File: src/rtl/apb_uart_fifo_link.sv
// APB-attached UART: programmable 16x baud divisor, runtime parity, RX FIFO,
// internal loopback (RX fed from TX) and sticky error flags driven out as pins.
module apb_uart_fifo_link #(
    parameter int          DATA_BITS     = 8,
    parameter int          RX_FIFO_DEPTH = 4,
    parameter logic [15:0] BAUD_RESET    = 16'd1
) (
    input  logic       PCLK,
    input  logic       PRESETN,
    input  logic       PSEL,
    input  logic       PENABLE,
    input  logic       PWRITE,
    input  logic [4:0] PADDR,
    input  logic [7:0] PWDATA,
    output logic [7:0] PRDATA,
    output logic       PREADY,
    output logic       PSLVERR,
    input  logic       RX,
    output logic       TX,
    output logic       TXRDY,
    output logic       RXRDY,
    output logic       PARITY_ERR,
    output logic       FRAMING_ERR,
    output logic       OVERFLOW
);

    localparam int          PW       = $clog2(RX_FIFO_DEPTH);
    localparam int          CW       = PW + 1;
    localparam logic [2:0]  LAST_IDX = 3'(DATA_BITS - 1);

    localparam logic [2:0]  R_TXDATA = 3'd0, R_RXDATA = 3'd1, R_BAUD_LO = 3'd2,
                            R_BAUD_HI = 3'd3, R_CTRL = 3'd4, R_STATUS = 3'd5;

    typedef enum logic [2:0] {TX_IDLE, TX_START, TX_DATA, TX_PARITY, TX_STOP} tx_state_e;
    typedef enum logic [2:0] {RX_IDLE, RX_START, RX_DATA, RX_PARITY, RX_STOP, RX_WAIT} rx_state_e;

    tx_state_e              tx_state_q, tx_state_d;
    rx_state_e              rx_state_q, rx_state_d;
    logic [15:0]            baud_q, baud_d, baud_cnt_q, baud_cnt_d;
    logic [2:0]             ctrl_q, ctrl_d;
    logic [DATA_BITS-1:0]   hold_q, hold_d, tx_shift_q, tx_shift_d, rx_shift_q, rx_shift_d;
    logic                   hold_full_q, hold_full_d, tx_q, tx_d;
    logic                   tx_par_en_q, tx_par_en_d, tx_odd_q, tx_odd_d;
    logic                   rx_par_en_q, rx_par_en_d, rx_odd_q, rx_odd_d;
    logic [3:0]             tx_cnt_q, tx_cnt_d, rx_cnt_q, rx_cnt_d;
    logic [2:0]             tx_idx_q, tx_idx_d, rx_idx_q, rx_idx_d;
    logic                   rx_s1_q, rx_s2_q, rx_prev_q;
    logic [DATA_BITS-1:0]   mem_q [RX_FIFO_DEPTH];
    logic [DATA_BITS-1:0]   mem_d [RX_FIFO_DEPTH];
    logic [PW-1:0]          wr_ptr_q, wr_ptr_d, rd_ptr_q, rd_ptr_d;
    logic [CW-1:0]          count_q, count_d;
    logic                   pe_q, pe_d, fe_q, fe_d, ovf_q, ovf_d;

    logic                   wr_en, rd_en, baud_wr, tick, rx_line, stat_rd;
    logic                   rx_push, pe_set, fe_set, pop, push_ok, full;
    logic [2:0]             reg_idx;
    logic [DATA_BITS-1:0]   fifo_head;
    logic                   unused_addr;

    assign reg_idx     = PADDR[4:2];
    assign unused_addr = ^PADDR[1:0];
    assign wr_en       = PSEL & PENABLE & PWRITE;
    assign rd_en       = PSEL & PENABLE & ~PWRITE;
    assign baud_wr     = wr_en && (reg_idx == R_BAUD_LO || reg_idx == R_BAUD_HI);
    assign stat_rd     = rd_en && reg_idx == R_STATUS;
    assign tick        = (baud_cnt_q == baud_q);
    assign rx_line     = ctrl_q[2] ? tx_q : rx_s2_q;
    assign full        = (count_q == CW'(RX_FIFO_DEPTH));
    assign fifo_head   = (count_q != '0) ? mem_q[rd_ptr_q] : '0;

    assign PREADY      = 1'b1;
    assign PSLVERR     = 1'b0;
    assign TX          = tx_q;
    assign TXRDY       = ~hold_full_q;
    assign RXRDY       = (count_q != '0);
    assign PARITY_ERR  = pe_q;
    assign FRAMING_ERR = fe_q;
    assign OVERFLOW    = ovf_q;

    // Read mux, combinational from the register index
    always_comb begin
        PRDATA = '0;
        case (reg_idx)
            R_RXDATA:  PRDATA = 8'(fifo_head);
            R_BAUD_LO: PRDATA = baud_q[7:0];
            R_BAUD_HI: PRDATA = baud_q[15:8];
            R_CTRL:    PRDATA = {5'b0, ctrl_q};
            R_STATUS:  PRDATA = {3'b0, fe_q, ovf_q, pe_q, RXRDY, TXRDY};
            default:   PRDATA = '0;
        endcase
    end

    // Register writes, baud counter and holding-register load
    always_comb begin
        baud_d      = baud_q;
        ctrl_d      = ctrl_q;
        hold_d      = hold_q;
        hold_full_d = hold_full_q;
        if (wr_en && reg_idx == R_BAUD_LO) baud_d[7:0]  = PWDATA;
        if (wr_en && reg_idx == R_BAUD_HI) baud_d[15:8] = PWDATA;
        if (wr_en && reg_idx == R_CTRL)    ctrl_d       = PWDATA[2:0];
        if (wr_en && reg_idx == R_TXDATA && !hold_full_q) begin
            hold_d      = PWDATA[DATA_BITS-1:0];
            hold_full_d = 1'b1;
        end
        if (tx_state_q == TX_IDLE && tick && hold_full_q) hold_full_d = 1'b0;
        baud_cnt_d = (baud_wr || tick) ? '0 : baud_cnt_q + 16'd1;
    end

    // TX sequencer; the line level is registered alongside each state change
    always_comb begin
        tx_state_d  = tx_state_q;
        tx_cnt_d    = tx_cnt_q;
        tx_idx_d    = tx_idx_q;
        tx_shift_d  = tx_shift_q;
        tx_par_en_d = tx_par_en_q;
        tx_odd_d    = tx_odd_q;
        tx_d        = tx_q;
        if (tx_state_q == TX_IDLE) begin
            if (tick && hold_full_q) begin
                tx_state_d  = TX_START;
                tx_shift_d  = hold_q;
                tx_par_en_d = ctrl_q[0];
                tx_odd_d    = ctrl_q[1];
                tx_cnt_d    = '0;
                tx_d        = 1'b0;
            end
        end else if (tick) begin
            tx_cnt_d = tx_cnt_q + 4'd1;
            if (tx_cnt_q == 4'd15) begin
                tx_cnt_d = '0;
                case (tx_state_q)
                    TX_START: begin
                        tx_state_d = TX_DATA;
                        tx_idx_d   = '0;
                        tx_d       = tx_shift_q[0];
                    end
                    TX_DATA: begin
                        if (tx_idx_q != LAST_IDX) begin
                            tx_idx_d = tx_idx_q + 3'd1;
                            tx_d     = tx_shift_q[tx_idx_q + 3'd1];
                        end else if (tx_par_en_q) begin
                            tx_state_d = TX_PARITY;
                            tx_d       = (^tx_shift_q) ^ tx_odd_q;
                        end else begin
                            tx_state_d = TX_STOP;
                            tx_d       = 1'b1;
                        end
                    end
                    TX_PARITY: begin
                        tx_state_d = TX_STOP;
                        tx_d       = 1'b1;
                    end
                    default: begin
                        tx_state_d = TX_IDLE;
                        tx_d       = 1'b1;
                    end
                endcase
            end
        end
    end

    // RX sequencer, sampling each bit at tick 8 of its window
    always_comb begin
        rx_state_d  = rx_state_q;
        rx_cnt_d    = rx_cnt_q;
        rx_idx_d    = rx_idx_q;
        rx_shift_d  = rx_shift_q;
        rx_par_en_d = rx_par_en_q;
        rx_odd_d    = rx_odd_q;
        rx_push     = 1'b0;
        pe_set      = 1'b0;
        fe_set      = 1'b0;
        case (rx_state_q)
            RX_IDLE: if (rx_prev_q && !rx_line) begin
                rx_state_d  = RX_START;
                rx_cnt_d    = '0;
                rx_par_en_d = ctrl_q[0];
                rx_odd_d    = ctrl_q[1];
            end
            RX_WAIT: if (rx_line) rx_state_d = RX_IDLE;
            default: if (tick) begin
                rx_cnt_d = rx_cnt_q + 4'd1;
                if (rx_cnt_q == 4'd7) begin
                    case (rx_state_q)
                        RX_START:  if (rx_line) rx_state_d = RX_IDLE;
                        RX_DATA:   rx_shift_d = {rx_line, rx_shift_q[DATA_BITS-1:1]};
                        RX_PARITY: pe_set = (rx_line != ((^rx_shift_q) ^ rx_odd_q));
                        default: begin
                            rx_push    = rx_line;
                            fe_set     = ~rx_line;
                            rx_state_d = rx_line ? RX_IDLE : RX_WAIT;
                        end
                    endcase
                end else if (rx_cnt_q == 4'd15) begin
                    rx_cnt_d = '0;
                    case (rx_state_q)
                        RX_START: begin
                            rx_state_d = RX_DATA;
                            rx_idx_d   = '0;
                        end
                        RX_DATA: begin
                            if (rx_idx_q != LAST_IDX) rx_idx_d = rx_idx_q + 3'd1;
                            else rx_state_d = rx_par_en_q ? RX_PARITY : RX_STOP;
                        end
                        default: rx_state_d = RX_STOP;
                    endcase
                end
            end
        endcase
    end

    // RX FIFO and sticky flags; a full FIFO still accepts a push when popped that cycle
    always_comb begin
        mem_d    = mem_q;
        wr_ptr_d = wr_ptr_q;
        rd_ptr_d = rd_ptr_q;
        pop      = rd_en && reg_idx == R_RXDATA && count_q != '0;
        push_ok  = rx_push && (!full || pop);
        if (push_ok) begin
            mem_d[wr_ptr_q] = rx_shift_q;
            wr_ptr_d        = wr_ptr_q + PW'(1);
        end
        if (pop) rd_ptr_d = rd_ptr_q + PW'(1);
        count_d = count_q;
        if (push_ok && !pop) count_d = count_q + CW'(1);
        if (!push_ok && pop) count_d = count_q - CW'(1);
        pe_d  = (pe_q  & ~stat_rd) | pe_set;
        fe_d  = (fe_q  & ~stat_rd) | fe_set;
        ovf_d = (ovf_q & ~stat_rd) | (rx_push && full && !pop);
    end

    // State registers
    always_ff @(posedge PCLK or negedge PRESETN) begin
        if (!PRESETN) begin
            tx_state_q <= TX_IDLE;      rx_state_q <= RX_IDLE;
            baud_q <= BAUD_RESET;       baud_cnt_q <= '0;
            ctrl_q <= '0;               hold_q <= '0;
            hold_full_q <= 1'b0;        tx_q <= 1'b1;
            tx_shift_q <= '0;           rx_shift_q <= '0;
            tx_par_en_q <= 1'b0;        tx_odd_q <= 1'b0;
            rx_par_en_q <= 1'b0;        rx_odd_q <= 1'b0;
            tx_cnt_q <= '0;             rx_cnt_q <= '0;
            tx_idx_q <= '0;             rx_idx_q <= '0;
            rx_s1_q <= 1'b1;            rx_s2_q <= 1'b1;
            rx_prev_q <= 1'b1;          mem_q <= '{default: '0};
            wr_ptr_q <= '0;             rd_ptr_q <= '0;
            count_q <= '0;              pe_q <= 1'b0;
            fe_q <= 1'b0;               ovf_q <= 1'b0;
        end else begin
            tx_state_q <= tx_state_d;   rx_state_q <= rx_state_d;
            baud_q <= baud_d;           baud_cnt_q <= baud_cnt_d;
            ctrl_q <= ctrl_d;           hold_q <= hold_d;
            hold_full_q <= hold_full_d; tx_q <= tx_d;
            tx_shift_q <= tx_shift_d;   rx_shift_q <= rx_shift_d;
            tx_par_en_q <= tx_par_en_d; tx_odd_q <= tx_odd_d;
            rx_par_en_q <= rx_par_en_d; rx_odd_q <= rx_odd_d;
            tx_cnt_q <= tx_cnt_d;       rx_cnt_q <= rx_cnt_d;
            tx_idx_q <= tx_idx_d;       rx_idx_q <= rx_idx_d;
            rx_s1_q <= RX;              rx_s2_q <= rx_s1_q;
            rx_prev_q <= rx_line;       mem_q <= mem_d;
            wr_ptr_q <= wr_ptr_d;       rd_ptr_q <= rd_ptr_d;
            count_q <= count_d;         pe_q <= pe_d;
            fe_q <= fe_d;               ovf_q <= ovf_d;
        end
    end

endmodule
File: config.mk
export PLATFORM = sky130hd
export DESIGN_NAME = apb_uart_fifo_link
export DESIGN_NICKNAME = d
export VERILOG_FILES = /design/src/rtl/apb_uart_fifo_link.sv
export SDC_FILE = /design/constraint.sdc
export NUM_CORES = 1
export LEC_CHECK = 0
export CAP_MARGIN = 5
export CORE_ASPECT_RATIO = 0.7
export CORE_MARGIN = 3
export CORE_UTILIZATION = 52
export DETAILED_ROUTE_END_ITERATION = 16
export PLACE_DENSITY = 0.74
export RECOVER_POWER = 50
export SLEW_MARGIN = 0
export SYNTH_ARGS = -nofsm -noshare
export SYNTH_HDL_FRONTEND = slang
export SYNTH_SLANG_ARGS = --single-unit
File: constraint.sdc
create_clock -name PCLK -period 2.98 [get_ports PCLK]
set_clock_uncertainty 0.2 [all_clocks]
set_input_delay 0.745 -clock PCLK [delete_from_list [all_inputs] [get_ports PCLK]]
set_output_delay 0.745 -clock PCLK [all_outputs]
set_load 0.01 [all_outputs]
# Word level (Yosys, flattened, before mapping)
# Index checks and enable logic that the tools add are counted.
# Widths: inputs -> output; s select.
[classes]
eq_ne = 27
n_mux = 66
addsub = 9
magnitude_cmp = 4
n_reduce_logical = 55
bitwise_logic = 21
[ops]
columns = ["cell", "count"]
rows = [
  ["$mux 3", 18],
  ["$pmux 8 s5", 1],
  ["$bwmux 32", 1],
  ["$mux 4", 8],
  ["$mux 8", 4],
  ["$pmux 3 s2", 5],
  ["$mux 1", 22],
  ["$logic_and 1x1->1", 19],
  ["$eq 3x2->1 const B", 6],
  ["$add 16x1->16 const B", 1],
  ["$bmux 8 s2", 1],
  ["$demux 8 s2", 1],
  ["$eq 16x16->1", 1],
  ["$mux 16", 1],
  ["$reduce_xor 8->1", 2],
  ["$reduce_bool 2->1", 7],
  ["$eq 3x3->1 const B", 4],
  ["$reduce_and 5->1", 2],
  ["$add 3x1->3 const B", 3],
  ["$eq 3x1->1 const B", 3],
  ["$logic_not 3->1", 3],
  ["$ne 3x3->1 const B", 3],
  ["$pmux 3 s3", 1],
  ["$add 4x1->4 const B", 2],
  ["30 further kinds", 63],
]
[word_totals]
in_bits = 19
ff_bits = 130
output_inout_bits = 16
word_cells = 214

# Longest topological paths before layout
# Gate-level depths: netlist of run 1.
[depth]
word_depth = 10
mapped_depth = 10
mapped_depth_nobuf = 10

# Worst setup path after synthesis of run 1
# No wires, ideal clock.
[synth_path]
path_type = "input to output"
from = "in PADDR[2]"
to = "out PRDATA[1]"
arrival_ns = 1.913
path_stages = 6
path_slack_ns = 0.122
cell_sequence = "clkbuf_1 > buf_1 > nor2_1 > a21oi_1 > a21oi_1 > o21ai_0"
[synth_via]
elab_chain_cells = 2
[synth_rtl]
columns = ["element", "line", "source"]
rows = [
  ["start, declared", "13", "input logic [4:0] PADDR,"],
  ["$eq 3x3->1, or another cell as far along", "83", "case (reg_idx)"],
  ["$pmux 8 s5 (*)", "83", ""],
  ["end, declared", "15", "output logic [7:0] PRDATA,"],
]
# Mark *: on every way between the ends. The rest lies on a longest branch, timed or not.

# Worst setup path after layout of run 1
[layout_path]
from = "reg rd_ptr_q[0]"
to = "out PRDATA[3]"
[layout_via]
elab_chain_cells = 6
[layout_rtl]
columns = ["element", "line", "source"]
rows = [
  ["start, declared", "50", "logic [PW-1:0] wr_ptr_q, wr_ptr_d, rd_ptr_q, rd_ptr_d;"],
  ["start signal, assigned", "262", "wr_ptr_q <= wr_ptr_d; rd_ptr_q <= rd_ptr_d;"],
  ["$not 2->3 (implied by the code)", "69", "assign fifo_head = (count_q != '0) ? mem_q[rd_ptr_q] : '0;"],
  ["$bmux 8 s2", "69", ""],
  ["$mux 8 (implied by the code) (2 in series)", "69", ""],
  ["$mux 8", "69", ""],
  ["$pmux 8 s5", "83", ""],
]
# No other way between the ends. The select of a mux whose other input is x is not followed.

==> results of run 1 <==
kinds of logic after synthesis:
family / synth area share
other cells: 0.00114
mux: 0.194
buf+inv: 0.0231
compound gates: 0.0718
xor+xnor: 0.0714
fa+ha+maj: 0.0277
flops: 0.493
simple gates: 0.117
Yosys cell counts, drive strengths merged (6+ instances only):
master,instances
inv,12
nor2b,8
nand2,33
nand3,15
mux2,86
buf,8
a21o,6
ha,13
mux4,10
a21oi,14
xor2,13
nor3,6
xnor2,40
mux2i,9
o21ai,22
clkbuf,14
nand4,8
nand2b,6
dfrtp,125
nor2,46
flip-flops by register name, summed over array words and instances, names as in the netlist, 2 cells and up:
name	count
tx_shift_q	8
hold_q	8
tx_idx_q	3
rx_state_q	3
baud_cnt_q	16
wr_ptr_q	2
tx_cnt_q	4
rx_idx_q	3
tx_state_q	3
ctrl_q	3
rd_ptr_q	2
baud_q	16
rx_cnt_q	4
mem_q	32
rx_shift_q	8
count_q	3
repair_timing:
action	in CTS	in global routing
hold endpoints to repair	0	0
pin swaps	5	8
buffers inserted	2	1
resized for setup	41	20
endpoints found under the setup margin	20	14
final timing paths:
kind	to	slack, ns	cells after the start
max	PRDATA[3]	0.07	5
min	rx_s2_q$_DFF_PN1_	0.16	0
max reg2reg	count_q[2]$_DFFE_PN0P_	0.17	10
min reg2reg	rx_s2_q$_DFF_PN1_	0.16	0
max in group asynchronous	mem_q[30]$_DFFE_PN0P_	0.52	2
min in group asynchronous	tx_idx_q[2]$_DFFE_PN0P_	0.37	1
where the power goes:
group          internal [mW]  leakage, nW  total (mW)  switching, mW
combinational          0.404         1.56       0.838          0.434
sequential              1.96         1.72        2.23          0.265
clock                   1.38        0.305        2.20          0.821
total                   3.74         3.59        5.26           1.52
final cells by class:
cell class / count / area (µm²) / area share
flip-flops and latches: 130 / 3260 / 0.416
multi-input cells: 396 / 3240 / 0.414
repair buffers: 59 / 460 / 0.0588
clock buffers: 19 / 453 / 0.0578
well taps: 157 / 196 / 0.0251
clock inverters: 13 / 173 / 0.0220
inverters: 12 / 45.0 / 0.00575
metal layers:
| layer | global-route usage | vias to the layer above | part of all wire |
|---|---|---|---|
| li1 | - | 2115 | - |
| met1 | 0.330 | 2293 | 0.46 |
| met2 | 0.366 | 159 | 0.48 |
| met3 | 0.0476 | 26 | 0.050 |
| met4 | 0.0774 | 0 | 0.014 |
| met5 | 0 | - | 0 |
per-stage QoR:
stage | hold WS (ns) | setup TNS [ns] | power (mW) | area [µm²]
final | 0.158 | 0 | 5.26 | 7830
after global placement | 0.150 | -15.05 | 3.02 | 7210
after floorplan | 0.145 | 0 | 2.76 | 6610
after CTS | 0.160 | 0 | 5.29 | 7880
after detailed placement | 0.148 | -18.89 | 3.07 | 7210
after global routing | 0.166 | -0.0285 | 5.50 | 7830
==> flow_summary.json, run 1 <==
{
  "path_cells": "buf_6 > mux4_2 > a222oi_1 > nor2_1 > buf_2",
  "rr_startpoint": "rx_cnt_q[0]$_DFFE_PN0P_",
  "synth_edf_count": 0,
  "max_freq_mhz": 344,
  "min_path_type": "reg -> reg",
  "clk_pin_slew_ns": 0.06,
  "stdcell_count": 786,
  "die_h_um": 100,
  "diodes": 0,
  "synth_top_area_share": 0.473,
  "finalNetCount": 649,
  "rows": 33,
  "worst_ep_arrival_time_ns": 1.96,
  "end_kind": "primary output",
  "yosysTopAreaCell": "dfrtp_1",
  "first_pass_iters": 5,
  "powerDensity_nw_per_um2": 672,
  "ys_seq_area_frac": 0.493,
  "peakVddDrop_mv": 0.526,
  "area_growth_pct": 18.6,
  "grt_pass1_wl_um": 25700,
  "die-area_um2": 14100,
  "viasPerCell": 5.84,
  "first_iter_violations": 276,
  "max_slew.worst_pin.slew_ns": 1.19,
  "io_pins": 35,
  "ys_types": 57,
  "initial_utilization": 0.548,
  "crit_type": "reg -> out",
  "gp_congestion": 0.895,
  "critPathBufInv": 2,
  "layout_common_cells": "124 x dfrtp_1, 81 x mux2_2, 42 x nor2_1",
  "max_cap_viol_count": 0,
  "dieWidth_um": 141,
  "grt_pass1_vias": 4839,
  "startpoint": "rd_ptr_q[0]$_DFFE_PN0P_",
  "fin_ws_ns": 0.0709,
  "synthCells": 560,
  "nFillCells": 891,
  "cp_max_fo": 4,
  "cp-start-kind": "flip-flop",
  "yosys_most_used_dff": "dfrtp_1",
  "gr-total-overflow": 0,
  "cts_made_buffers": 17,
  "ctsLongestPathBuffers": 2,
  "core_um2": 12100,
  "hold_buffers": 0,
  "grt_usage": 0.234,
  "cpMaxStageDelayCell": "mux4_2",
  "syn-num-nets": 593,
  "total_leakage_power_nw": 3.59,
  "hold_path.startpoint": "rx_s1_q$_DFF_PN1_",
  "tritoncts": "built",
  "setup_viol": 0,
  "syn_area_um2": 6610,
  "period_share": 0.976,
  "drc": 0,
  "ant_nets": 0,
  "crit_required_ns": 2.04,
  "synth_seq_cells": 130,
  "routed_wl_um": 15300,
  "status": "finished, final reports clean",
  "dpl.hpwl_um": 10700,
  "final_common_cell": "dfrtp_1",
  "final_hold_viol_count": 0,
  "worstSkewPairLatency_ns": 0.41,
  "clkSinkCount": 130,
  "slew_headroom": 0.209,
  "utilization": 0.650,
  "grt_max_degree": 49,
  "fin_crit_ns": 2.91,
  "slew_viol_final": 0,
  "layout-drive-gt1-share": 0.307,
  "ys_warn_count": 0,
  "synthTopCellsByArea": "dfrtp_1 47%, mux2_2 14%, xnor2_1 5.2%",
  "synth.avg_cell_area_um2": 11.8,
  "dp_cells": 751,
  "wl_per_cell_um": 19.5,
  "htree_levels": 4,
  "cts_root_buf": "clkbuf_16",
  "synthArstFlopShare": 1.00,
  "port_buffers": 30,
  "antenna_found_initial": 0,
  "post-place-ws_ns": -0.725,
  "vias": 4593,
  "crit_family": "multiplexers",
  "critPathMaxStageDelay_ns": 0.48
}
Note: power is estimated with default switching activity, not from simulation.
==> run 2, diff against run 1 <==
--- a/config.mk
+++ b/config.mk
@@ -6,7 +6,7 @@
 export NUM_CORES = 1
 export LEC_CHECK = 0
 export CAP_MARGIN = 5
-export CORE_ASPECT_RATIO = 0.7
+export CORE_ASPECT_RATIO = 0.9
 export CORE_MARGIN = 3
 export CORE_UTILIZATION = 52
 export DETAILED_ROUTE_END_ITERATION = 16
==> run 2 against run 1 <==
Compared with the run above: the flow now finishes with violations (capacitance limit, slew limit, setup timing); register-to-register slack better by 0.03 ns; sequential power barely moved; combinational power is 0.8% higher.
==> flow_summary.json, run 2 (same netlist as run 1, synthesis figures left out) <==
{
  "initial_utilization": 0.541,
  "clk_pin_slew_ns": 0.06,
  "largest_reg_flops": 32,
  "die_h_um": 113,
  "die-area_um2": 14100,
  "antenna_found_initial": 0,
  "crit_type": "in -> out",
  "startpoint": "PADDR[4]",
  "layout-drive-gt1-share": 0.294,
  "diodes": 0,
  "routed_wl_um": 15000,
  "max_freq_mhz": 333,
  "cts_root_buf": "clkbuf_16",
  "htree_levels": 4,
  "fin_crit_ns": 3.00,
  "holdWs_ns": 0.163,
  "first_iter_violations": 434,
  "max_slew.worst_pin.slew_ns": 2.27,
  "slew_headroom": -0.512,
  "first_pass_iters": 5,
  "stdcell_count": 789,
  "min_path_type": "reg -> reg",
  "ant_nets": 0,
  "vias": 4625,
  "placed_area_um2": 7230,
  "tritoncts": "built",
  "critPathMaxStageDelay_ns": 0.45,
  "nFillCells": 865,
  "crit_required_ns": 2.04,
  "rr_startpoint": "baud_cnt_q[4]$_DFF_PN0_",
  "status": "finished with violations",
  "core_um2": 12200,
  "period_share": 1.01,
  "drc": 0,
  "holdPathStages": 0,
  "crit_cells": 7,
  "post-place-ws_ns": -0.693,
  "worstSkewPairLatency_ns": 0.42,
  "multiInputGateArea_um2": 3240,
  "regArea_um2": 3260,
  "wl_per_cell_um": 19.0,
  "cp_common_cell": "nor2_1",
  "gp_congestion": 0.800,
  "final_hold_viol_count": 0,
  "grt_max_degree": 48,
  "top_register": "mem_q",
  "ctsLongestPathBuffers": 2,
  "rsz0062_at_grt": "true",
  "violations": "capacitance limit, slew limit, setup timing",
  "grt_pass1_wl_um": 25100,
  "utilization": 0.653,
  "cts_made_buffers": 17,
  "end_kind": "primary output",
  "area_growth_pct": 20.8,
  "viasPerCell": 5.86,
  "cpMaxStageDelayCell": "a222oi_1",
  "peakVddDrop_mv": 0.656,
  "final_common_cell": "dfrtp_1",
  "power_mw": 5.60,
  "dp_cells": 756,
  "critPathBufInv": 3,
  "reg2reg_depth": 7,
  "cp_max_fo": 4,
  "io_pins": 35,
  "layout_common_cells": "124 x dfrtp_1, 81 x mux2_2, 42 x nor2_1",
  "clkSinkCount": 130,
  "powerDensity_nw_per_um2": 701,
  "dpl.hpwl_um": 10200,
  "finalSetupTns_ns": -0.0282,
  "worst_ep_arrival_time_ns": 2.05,
  "hold_path.startpoint": "rx_s1_q$_DFF_PN1_",
  "total_leakage_power_nw": 3.64,
  "largestRegisters": "mem_q x32, baud_cnt_q x16, baud_q x16",
  "cp-start-kind": "primary input",
  "setup_viol": 2,
  "fin_area_um2": 7980,
  "crit_family": "buffers and inverters",
  "rows": 38,
  "dieWidth_um": 125,
  "slew_viol_final": 40,
  "grt_pass1_vias": 4846,
  "grt_usage": 0.224,
  "gr-total-overflow": 0,
  "finalNetCount": 649,
  "max_cap_viol_count": 1,
  "path_cells": "dlygate4sd2_1 > inv_2 > nor2_1 > and2_1 > a222oi_1 > nor2_1 > buf_2",
  "fin_ws_ns": -0.0190,
  "hold_buffers": 0,
  "port_buffers": 30
}
==> run 2: area by class of cell <==
| cell class | instances | area share |
|---|---|---|
| Timing Repair Buffer | 59 | 0.0660 |
| Tap cell | 160 | 0.0251 |
| Clock inverter | 13 | 0.0350 |
| Clock buffer | 19 | 0.0542 |
| Sequential cell | 130 | 0.409 |
| Multi-Input combinational cell | 396 | 0.406 |
| Inverter | 12 | 0.00564 |
==> run 2: final timing paths <==
kind | endpoint | slack (ns)
max | PRDATA[3] | -0.02
min | rx_s2_q$_DFF_PN1_ | 0.16
max reg2reg | rx_shift_q[6]$_DFFE_PN0P_ | 0.20
min reg2reg | rx_s2_q$_DFF_PN1_ | 0.16
max in group asynchronous | baud_q[0]$_DFFE_PN1P_ | 0.43
min in group asynchronous | tx_idx_q[1]$_DFFE_PN0P_ | 0.80
==> run 2: repair_timing <==
item / 4_1_cts / 5_1_grt
pin swaps: 3 / 3
buffers inserted: 1 / 0
resized for setup: 40 / 6
endpoints found under the setup margin: 42 / 8
==> run 2: worst reg2reg max path, cell delays in order, from the launching register on <==
cell     delay, ns
dfrtp_1       0.44
xnor2_1       0.22
nand4_1       0.18
nor4_2        0.43
buf_4         0.32
nand2_1       0.19
nor2_4        0.32
mux2_2        0.38
==> run 2: where the power goes <==
part           internal [mW]  switching [mW]  total, mW
combinational          0.411           0.433      0.845
sequential              1.96           0.264       2.23
clock                   1.74           0.784       2.53
==> run 2: metal layers <==
| layer | track usage | part of all wire | vias to the layer above |
|---|---|---|---|
| li1 | - | - | 2112 |
| met1 | 0.297 | 0.44 | 2360 |
| met2 | 0.372 | 0.50 | 130 |
| met3 | 0.0505 | 0.041 | 23 |
| met4 | 0.0737 | 0.018 | 0 |
| met5 | 0 | 0 | - |
